**config.mk**
```make
export PLATFORM = sky130hd
export DESIGN_NAME = cache_arbiter
export DESIGN_NICKNAME = d
export VERILOG_FILES = /design/src/rtl/lc3b_types.sv /design/src/rtl/cache_arbiter_mux.sv /design/src/rtl/cache_arbiter.sv
export SDC_FILE = /design/constraint.sdc
export NUM_CORES = 1
export LEC_CHECK = 0
export CORE_AREA = 3 3 322 324
export CTS_CLUSTER_SIZE = 14
export DETAILED_ROUTE_END_ITERATION = 8
export DIE_AREA = 0 0 325 327
export DONT_BUFFER_PORTS = 1
export MAX_ROUTING_LAYER = met4
export REMOVE_ABC_BUFFERS = 1
export SLEW_MARGIN = 20
export SYNTH_ARGS = -nofsm -noshare
export SYNTH_HDL_FRONTEND = slang
export SYNTH_SLANG_ARGS = --single-unit
```
**constraint.sdc**
```tcl
create_clock -name clk -period 1.2 [get_ports clk]
set_input_delay 0.06 -clock clk [delete_from_list [all_inputs] [get_ports clk]]
set_output_delay 0.06 -clock clk [all_outputs]
set_load 0.005 [all_outputs]
```
**src/rtl/lc3b_types.sv**
```systemverilog
// Shared LC-3b type package.
// Provides the word and cache-line types used across the memory hierarchy,
// plus the types and constants of the I/D cache arbiter: its FSM state
// enum, the one-hot grant typedef and the GRANT_* constants.
package lc3b_types;

  typedef logic [15:0]  lc3b_word;
  typedef logic [127:0] lc3b_cache_line;

  typedef enum logic [1:0] {
    IDLE    = 2'b00,
    SERVE_I = 2'b01,
    SERVE_D = 2'b10
  } arb_state_t;

  // One-hot owner of the memory port: bit0 = I side, bit1 = D side.
  typedef logic [1:0] arb_grant_t;

  localparam arb_grant_t GRANT_NONE = 2'b00;
  localparam arb_grant_t GRANT_I    = 2'b01;
  localparam arb_grant_t GRANT_D    = 2'b10;

endpackage

```
**src/rtl/cache_arbiter_mux.sv**
```systemverilog
// Combinational 2:1 port mux of the cache arbiter.
// Selects the granted requester's address, write line and strobes onto the
// lower-level memory port. With no grant the port is driven to all zeros.
// Ports:
//   grant                                  one-hot owner (GRANT_NONE/I/D)
//   i_address, i_wdata, i_read, i_write    I-side request
//   d_address, d_wdata, d_read, d_write    D-side request
//   mem_address, mem_wdata, mem_read,
//   mem_write                              selected request to memory
module cache_arbiter_mux
  import lc3b_types::*;
(
  input  arb_grant_t     grant,
  input  lc3b_word       i_address,
  input  lc3b_cache_line i_wdata,
  input  logic           i_read,
  input  logic           i_write,
  input  lc3b_word       d_address,
  input  lc3b_cache_line d_wdata,
  input  logic           d_read,
  input  logic           d_write,
  output lc3b_word       mem_address,
  output lc3b_cache_line mem_wdata,
  output logic           mem_read,
  output logic           mem_write
);

  always_comb begin
    // NOTE: every output gets a default before the case so no path leaves
    // a value unassigned, which would infer a latch.
    mem_address = 16'h0000;
    mem_wdata   = '0;
    mem_read    = 1'b0;
    mem_write   = 1'b0;
    case (grant)
      GRANT_I: begin
        mem_address = i_address;
        mem_wdata   = i_wdata;
        mem_read    = i_read;
        mem_write   = i_write;
      end
      GRANT_D: begin
        mem_address = d_address;
        mem_wdata   = d_wdata;
        mem_read    = d_read;
        mem_write   = d_write;
      end
      default: ;
    endcase
  end

endmodule

```
**src/rtl/cache_arbiter.sv**
```systemverilog
// Two-port arbiter sharing the single cache-line memory port below the L1
// between the instruction-side and data-side miss/writeback paths.
// One side is granted at a time and holds the grant until mem_resp (or
// until it drops its request); the response is routed only to the owner
// and one IDLE cycle separates consecutive grants.
// Build option: define CACHE_ARB_ROUND_ROBIN_EN for round-robin tie
// breaking (side not last served wins); otherwise D always wins a tie.
// Ports:
//   clk, reset (synchronous, active-high)
//   i_address/i_wdata/i_read/i_write -> i_rdata/i_resp   I-side port
//   d_address/d_wdata/d_read/d_write -> d_rdata/d_resp   D-side port
//   mem_address/mem_wdata/mem_read/mem_write <- mem_rdata/mem_resp
//   grant  one-hot owner, 2'b00 when idle
module cache_arbiter
  import lc3b_types::*;
(
  input  logic           clk,
  input  logic           reset,
  input  lc3b_word       i_address,
  input  lc3b_cache_line i_wdata,
  input  logic           i_read,
  input  logic           i_write,
  output lc3b_cache_line i_rdata,
  output logic           i_resp,
  input  lc3b_word       d_address,
  input  lc3b_cache_line d_wdata,
  input  logic           d_read,
  input  logic           d_write,
  output lc3b_cache_line d_rdata,
  output logic           d_resp,
  output lc3b_word       mem_address,
  output lc3b_cache_line mem_wdata,
  output logic           mem_read,
  output logic           mem_write,
  input  lc3b_cache_line mem_rdata,
  input  logic           mem_resp,
  output arb_grant_t     grant
);

  arb_state_t state;
  arb_state_t state_next;
  logic       i_active;
  logic       d_active;
  logic       tie_to_d;

  assign i_active = i_read | i_write;
  assign d_active = d_read | d_write;

`ifdef CACHE_ARB_ROUND_ROBIN_EN
  // 0 = I was granted last, 1 = D was granted last.
  logic last_served;

  always_ff @(posedge clk) begin
    if (reset)
      last_served <= 1'b0;
    else if (state == IDLE && state_next != IDLE)
      last_served <= (state_next == SERVE_D);
  end

  assign tie_to_d = ~last_served;
`else
  assign tie_to_d = 1'b1;
`endif

  always_ff @(posedge clk) begin
    // NOTE: registers use non-blocking assignments so every flop samples
    // the pre-edge values regardless of statement order.
    if (reset)
      state <= IDLE;
    else
      state <= state_next;
  end

  always_comb begin
    state_next = state;
    case (state)
      IDLE: begin
        if (i_active && d_active)
          state_next = tie_to_d ? SERVE_D : SERVE_I;
        else if (d_active)
          state_next = SERVE_D;
        else if (i_active)
          state_next = SERVE_I;
      end
      // Completion or a dropped request both release the port.
      SERVE_I: if (mem_resp || !i_active) state_next = IDLE;
      SERVE_D: if (mem_resp || !d_active) state_next = IDLE;
      default: state_next = IDLE;
    endcase
  end

  always_comb begin
    grant = GRANT_NONE;
    case (state)
      SERVE_I: grant = GRANT_I;
      SERVE_D: grant = GRANT_D;
      default: ;
    endcase
  end

  // Response goes only to the owner; a late mem_resp in IDLE is dropped.
  assign i_resp  = (state == SERVE_I) & mem_resp;
  assign d_resp  = (state == SERVE_D) & mem_resp;
  assign i_rdata = mem_rdata;
  assign d_rdata = mem_rdata;

  cache_arbiter_mux u_mux (
    .grant       (grant),
    .i_address   (i_address),
    .i_wdata     (i_wdata),
    .i_read      (i_read),
    .i_write     (i_write),
    .d_address   (d_address),
    .d_wdata     (d_wdata),
    .d_read      (d_read),
    .d_write     (d_write),
    .mem_address (mem_address),
    .mem_wdata   (mem_wdata),
    .mem_read    (mem_read),
    .mem_write   (mem_write)
  );

endmodule
```
== Word-level counts from Yosys, hierarchy flattened ==
Index checks and enable logic that the tools add are counted.
Storage, ports and cells
  register bits after elaboration: 2
  word-level logic and storage cells: 30
Operators by class
  reductions and logical operators: 7
  mux-type cells: 11
  bitwise operators: 4
  eq/ne operators: 7
Operators by type and width (count)
  $pmux W128 S2: 1
  $pmux W16 S2: 1
  $mux W2: 5
  $pmux W2 S3: 1
  $eq A2 B1 Y1 const B: 2
  $eq A2 B2 Y1 const B: 2
  $ne A2 B2 Y1 const B: 2
  $ne A4 B4 Y1 const B: 1
  $pmux W1 S2: 2
  $pmux W2 S2: 1
  $reduce_and A3 Y1: 1
  $and A1 B1 Y1: 2
  $logic_not A1 Y1: 2
  $logic_not A2 Y1: 1
  $logic_or A1 B1 Y1: 2
  $or A1 B1 Y1: 2
  $logic_and A1 B1 Y1: 1

== Depth between registers and ports, before layout ==
  word-level depth: 5
  depth in mapped cells: 6
  depth with buffers taken out: 6

== Hierarchy ==
Synthesis repeated with hierarchy kept, for this count alone.
Unflattened totals
  cells, all modules: 610
  area total of the unflattened synthesis: 4065.1 um2
By module, submodules not included
  cache_arbiter_mux: cells an instance 344, times used 1, area each 2043.2 um2, sequential area each 0.0 um2
  cache_arbiter: cells an instance 266, times used 1, area each 2021.9 um2, sequential area each 40.0 um2

== Worst setup path before layout ==
No wires, ideal clock.
  kind: register to output
  from: reg state[0]
  to: out mem_address[0]
  data required time: 1.140 ns
  path buffers: 2
  cell stages (with the launch flop): 6
  setup slack: -0.202 ns
  data arrival time: 1.342 ns
  cell sequence: dfxtp_1 > inv_1 > ha_1 > clkbuf_1 > clkbuf_1 > nor2b_1
On the way
  word-level cells in the longest chain between the ends: 4
  elaborated cells between the ends (all ways): 6
  those cells by class: eq/ne: 4; mux: 2
Ends and longest elaborated chain
  start, declared: line cache_arbiter.sv:40  | arb_state_t state;
  start signal, assigned: line cache_arbiter.sv:71  | state <= state_next;
  $eq A2 B2 Y1 or $eq A2 B1 Y1 (tied branches): line cache_arbiter.sv:94  | case (state)
  $pmux W2 S2 (*): line cache_arbiter.sv:94
  $eq A2 B2 Y1 or $eq A2 B1 Y1 (tied branches): line cache_arbiter_mux.sv:35  | case (grant)
  $pmux W16 S2 (*): line cache_arbiter_mux.sv:35
  end, declared: line cache_arbiter.sv:31  | output lc3b_word mem_address,
Every way passes the cells marked *; elsewhere a longest branch is shown, timed or not.

== Worst setup path after layout ==
  from: reg state[1]
  to: out mem_wdata[2]
On the way
  word-level cells in the longest chain between the ends: 4
  elaborated cells between the ends (all ways): 6
  those cells by class: eq/ne: 4; mux: 2
Ends and longest elaborated chain
  $eq A2 B2 Y1 or $eq A2 B1 Y1 (tied branches): line cache_arbiter.sv:94
  $pmux W2 S2 (*): line cache_arbiter.sv:94
  $eq A2 B2 Y1 or $eq A2 B1 Y1 (tied branches): line cache_arbiter_mux.sv:35
  $pmux W128 S2 (*): line cache_arbiter_mux.sv:35
  end, declared: line cache_arbiter.sv:32  | output lc3b_cache_line mem_wdata,
Marks and branches as above.

==> impl_metrics.yaml <==
timing:
  headroom_to_the_max_slew_limit_pct: 73.5
  setup_viol: 150
  final.setup.tns_ns: -65.27
  grt_setup_unrepaired: "yes"
  fmax_mhz: 587
  finalClockSkew_ns: 0.00228
  timing.final.max_slew_violations: 0
  fin_crit_sh_pct: 142
  finalHoldViolations: 0
  finalWorstPathRequiredPeriod_ns: 1.70
  transition_time_at_the_pin_with_the_least_slew_margin_ns: 0.396
  holdWs_ns: 0.0432
  setup_slack_ns: -0.504
drt:
  detailedRoute.firstPassIterationCount: 5
  routed-via-count: 4840
  viasPerCell: 2.62
  drt_first_iter_violations: 264
  ant_nets: 0
  dr_drc_count: 0
  mean_routed_wirelength_per_cell_um: 46.8
  detail_route.wirelength_um: 86400
clocking:
  cts.htree.levels: 1
  clkLatencyLatePin_ns: 0.23
  clk_pin_slew_ns: 0.03
  cts_num_sinks: 2
  cts_buffers: 3
  max-clock-path-buffers: 2
  clock-root-buffer: "sky130_fd_sc_hd__clkbuf_16"
  tritoncts: "yes"
critical_path:
  crit_path_top_delay_cell: "sky130_fd_sc_hd__dfxtp_2"
  worstPathBufferInverterCount: 5
  required_ns: 1.14
  worst-endpoint-arrival_ns: 1.64
  cp_cell_sequence: "inv_4 > ha_4 > buf_12 > buf_12 > buf_12 > a22oi_2 > nor2b_1 > buf_4"
  worstSetupEndpointType: "output pin"
  path_max_fanout: 7
  critical_path.startpoint_type: "flip-flop"
  crit_path_max_incr_delay_ns: 0.35
  cpMostUsedCell: "sky130_fd_sc_hd__buf_12"
  timing.critical_path.max_delay_family: "buffers and inverters"
  critical_path_class: "reg -> out"
global_route:
  grt_antenna_before_repair: 4
  grt.total_usage_pct: 15.5
  grt_pass1_vias: 4903
  global_route_wire_length_before_repair_um: 97400
  globalRouteOverflowTotal: 0
  grt_max_degree: 44
placed_design:
  place_area_um2: 5060
  gp_routability_congestion: 0.844
  hpwlAfterDp_um: 69800
  io_buffers: 0
layout:
  final_net_count: 904
  final_cell_area_um2: 7520
  fraction_of_layout_instances_using_a_drive_strength_above_1_pct: 81.9
  largest_register: "state"
  largestRegisters: "state (2)"
  largest_register_ffs: 2
  layout_stage_area_growth_over_the_synthesis_result_pct: 72.8
  fillCellCount: 11800
floorplan:
  die_height_um: 327
  die-area_um2: 106000
  rows: 117
  coreArea_um2: 101000
  io_pins: 829
  floorplan.initialDensity_pct: 4.29
  die_w_um: 325
synth:
  mapped_area_um2: 4350
  yosys_warnings: 0
  synth_enable_flop_cells: 0
  ys_seq_elements: 2
  syn-instance-count: 618
  ys_seq_area_share_pct: 0.920
  netlist_top_cells_area: "sky130_fd_sc_hd__buf_4, sky130_fd_sc_hd__a22oi_1, sky130_fd_sc_hd__nor2b_1"
  share_of_the_synthesized_area_in_the_top_cell_type_pct: 44.1
  ys_types: 20
  postSynth.topFlopCell: "sky130_fd_sc_hd__dfxtp_1"
  synth_commonest_cells: "sky130_fd_sc_hd__buf_4, sky130_fd_sc_hd__a22oi_1, sky130_fd_sc_hd__nor2b_1"
  yosysTopAreaCell: "sky130_fd_sc_hd__buf_4"
  avgSynthCellArea_um2: 7.05
  yosys.cell_count.top_type: "sky130_fd_sc_hd__buf_4"
  postSynth.asyncResetShare_pct: 0
power:
  power_leakage_nw: 1.92
  worst_ir_drop_on_vdd_mv: 0.382
  cellPowerDensity_nw_per_um2: 876
  power.total_w: 0.00659
outcome:
  violations: "negative setup slack"
  run_status: "finished with violations"
job:
  drv_cap: 0
min_path:
  worst_min_delay_path_category: "in -> reg"
routing by layer:
layer | vias to the layer above | wire length (µm) | share of wire, % | global-route usage (%)
li1 | 1582 | - | - | -
met1 | 2305 | 32600 | 38 | 16.7
met2 | 886 | 33300 | 39 | 20.3
met3 | 67 | 19200 | 22 | 15.8
met4 | 0 | 1180 | 1.4 | 1.60
met5 | - | 0 | 0 | -
path summary, 6_finish.rpt:
check	slack (ns)	start	endpoint	cells after the start
worst max-delay path	-0.50	state[1]$_SDFFE_PP0P_	mem_wdata[2]	8
worst min-delay path	0.04	reset	state[1]$_SDFFE_PP0P_	2
worst max register to register	-0.46	state[1]$_SDFFE_PP0P_	state[1]$_SDFFE_PP0P_	8
worst min register to register	0.74	state[0]$_SDFFE_PP0P_	state[0]$_SDFFE_PP0P_	4
through the flow:
step	utilization (%)	setup WS, ns	std cells
2_1_floorplan	-	-2.54	314
3_3_place_gp	4.99	-0.369	1795
3_5_place_dp	4.99	-0.474	1795
4_1_cts	6.58	-0.540	1825
5_1_grt	7.41	-0.561	1845
6_report	7.41	-0.504	1846
timing repair:
action,4_1_cts,5_1_grt
hold buffers,1,0
buffers inserted,13,6
gates cloned,13,13
gates resized for setup,255,136
pin swaps,9,14
endpoints found under the hold margin,1,0
endpoints found under the setup margin,151,150
report_power, final:
part | leakage, nW | switching, W | internal [W]
clock | 0.0370 | 0.0000870 | 0.000425
sequential | 0.0175 | 0.0000147 | 0.0000783
combinational | 1.86 | 0.00280 | 0.00319
cell families (layout without fill, tap and decap cells):
| logic type | count (synthesis) | in the layout | synth area share, % |
|---|---|---|---|
| other | 0 | 4 | 0 |
| buffers and inverters | 308 | 164 | 49.5 |
| and+or+nand+nor | 152 | 152 | 21.8 |
| AOI/OAI and AO/OA | 151 | 151 | 26.4 |
| adders and majority gates | 5 | 5 | 1.44 |
| DFF | 2 | 2 | 0.920 |
placed cells by master (no fill, tap or decap), types with 13 or more instances in the layout:
| master | Yosys | final |
|---|---|---|
| sky130_fd_sc_hd__buf_6 | 0 | 47 |
| sky130_fd_sc_hd__buf_16 | 0 | 15 |
| sky130_fd_sc_hd__buf_12 | 0 | 26 |
| sky130_fd_sc_hd__nor2b_1 | 146 | 56 |
| sky130_fd_sc_hd__nor2b_4 | 0 | 60 |
| sky130_fd_sc_hd__a22oi_1 | 146 | 24 |
| sky130_fd_sc_hd__buf_4 | 256 | 45 |
| sky130_fd_sc_hd__clkbuf_16 | 0 | 13 |
| sky130_fd_sc_hd__nor2b_2 | 0 | 30 |
| sky130_fd_sc_hd__a22oi_2 | 0 | 122 |
area by class of cell:
type	instances	area (µm²)	area share (%)
diodes	4	10.0	0.133
clock buffers	3	75.1	0.998
inverters	4	27.5	0.366
multi-input cells	308	3360	44.7
flip-flops and latches	2	45.0	0.599
well taps	1368	1710	22.8
repair buffers	157	2290	30.5
Power figures use the tool's default switching activity.
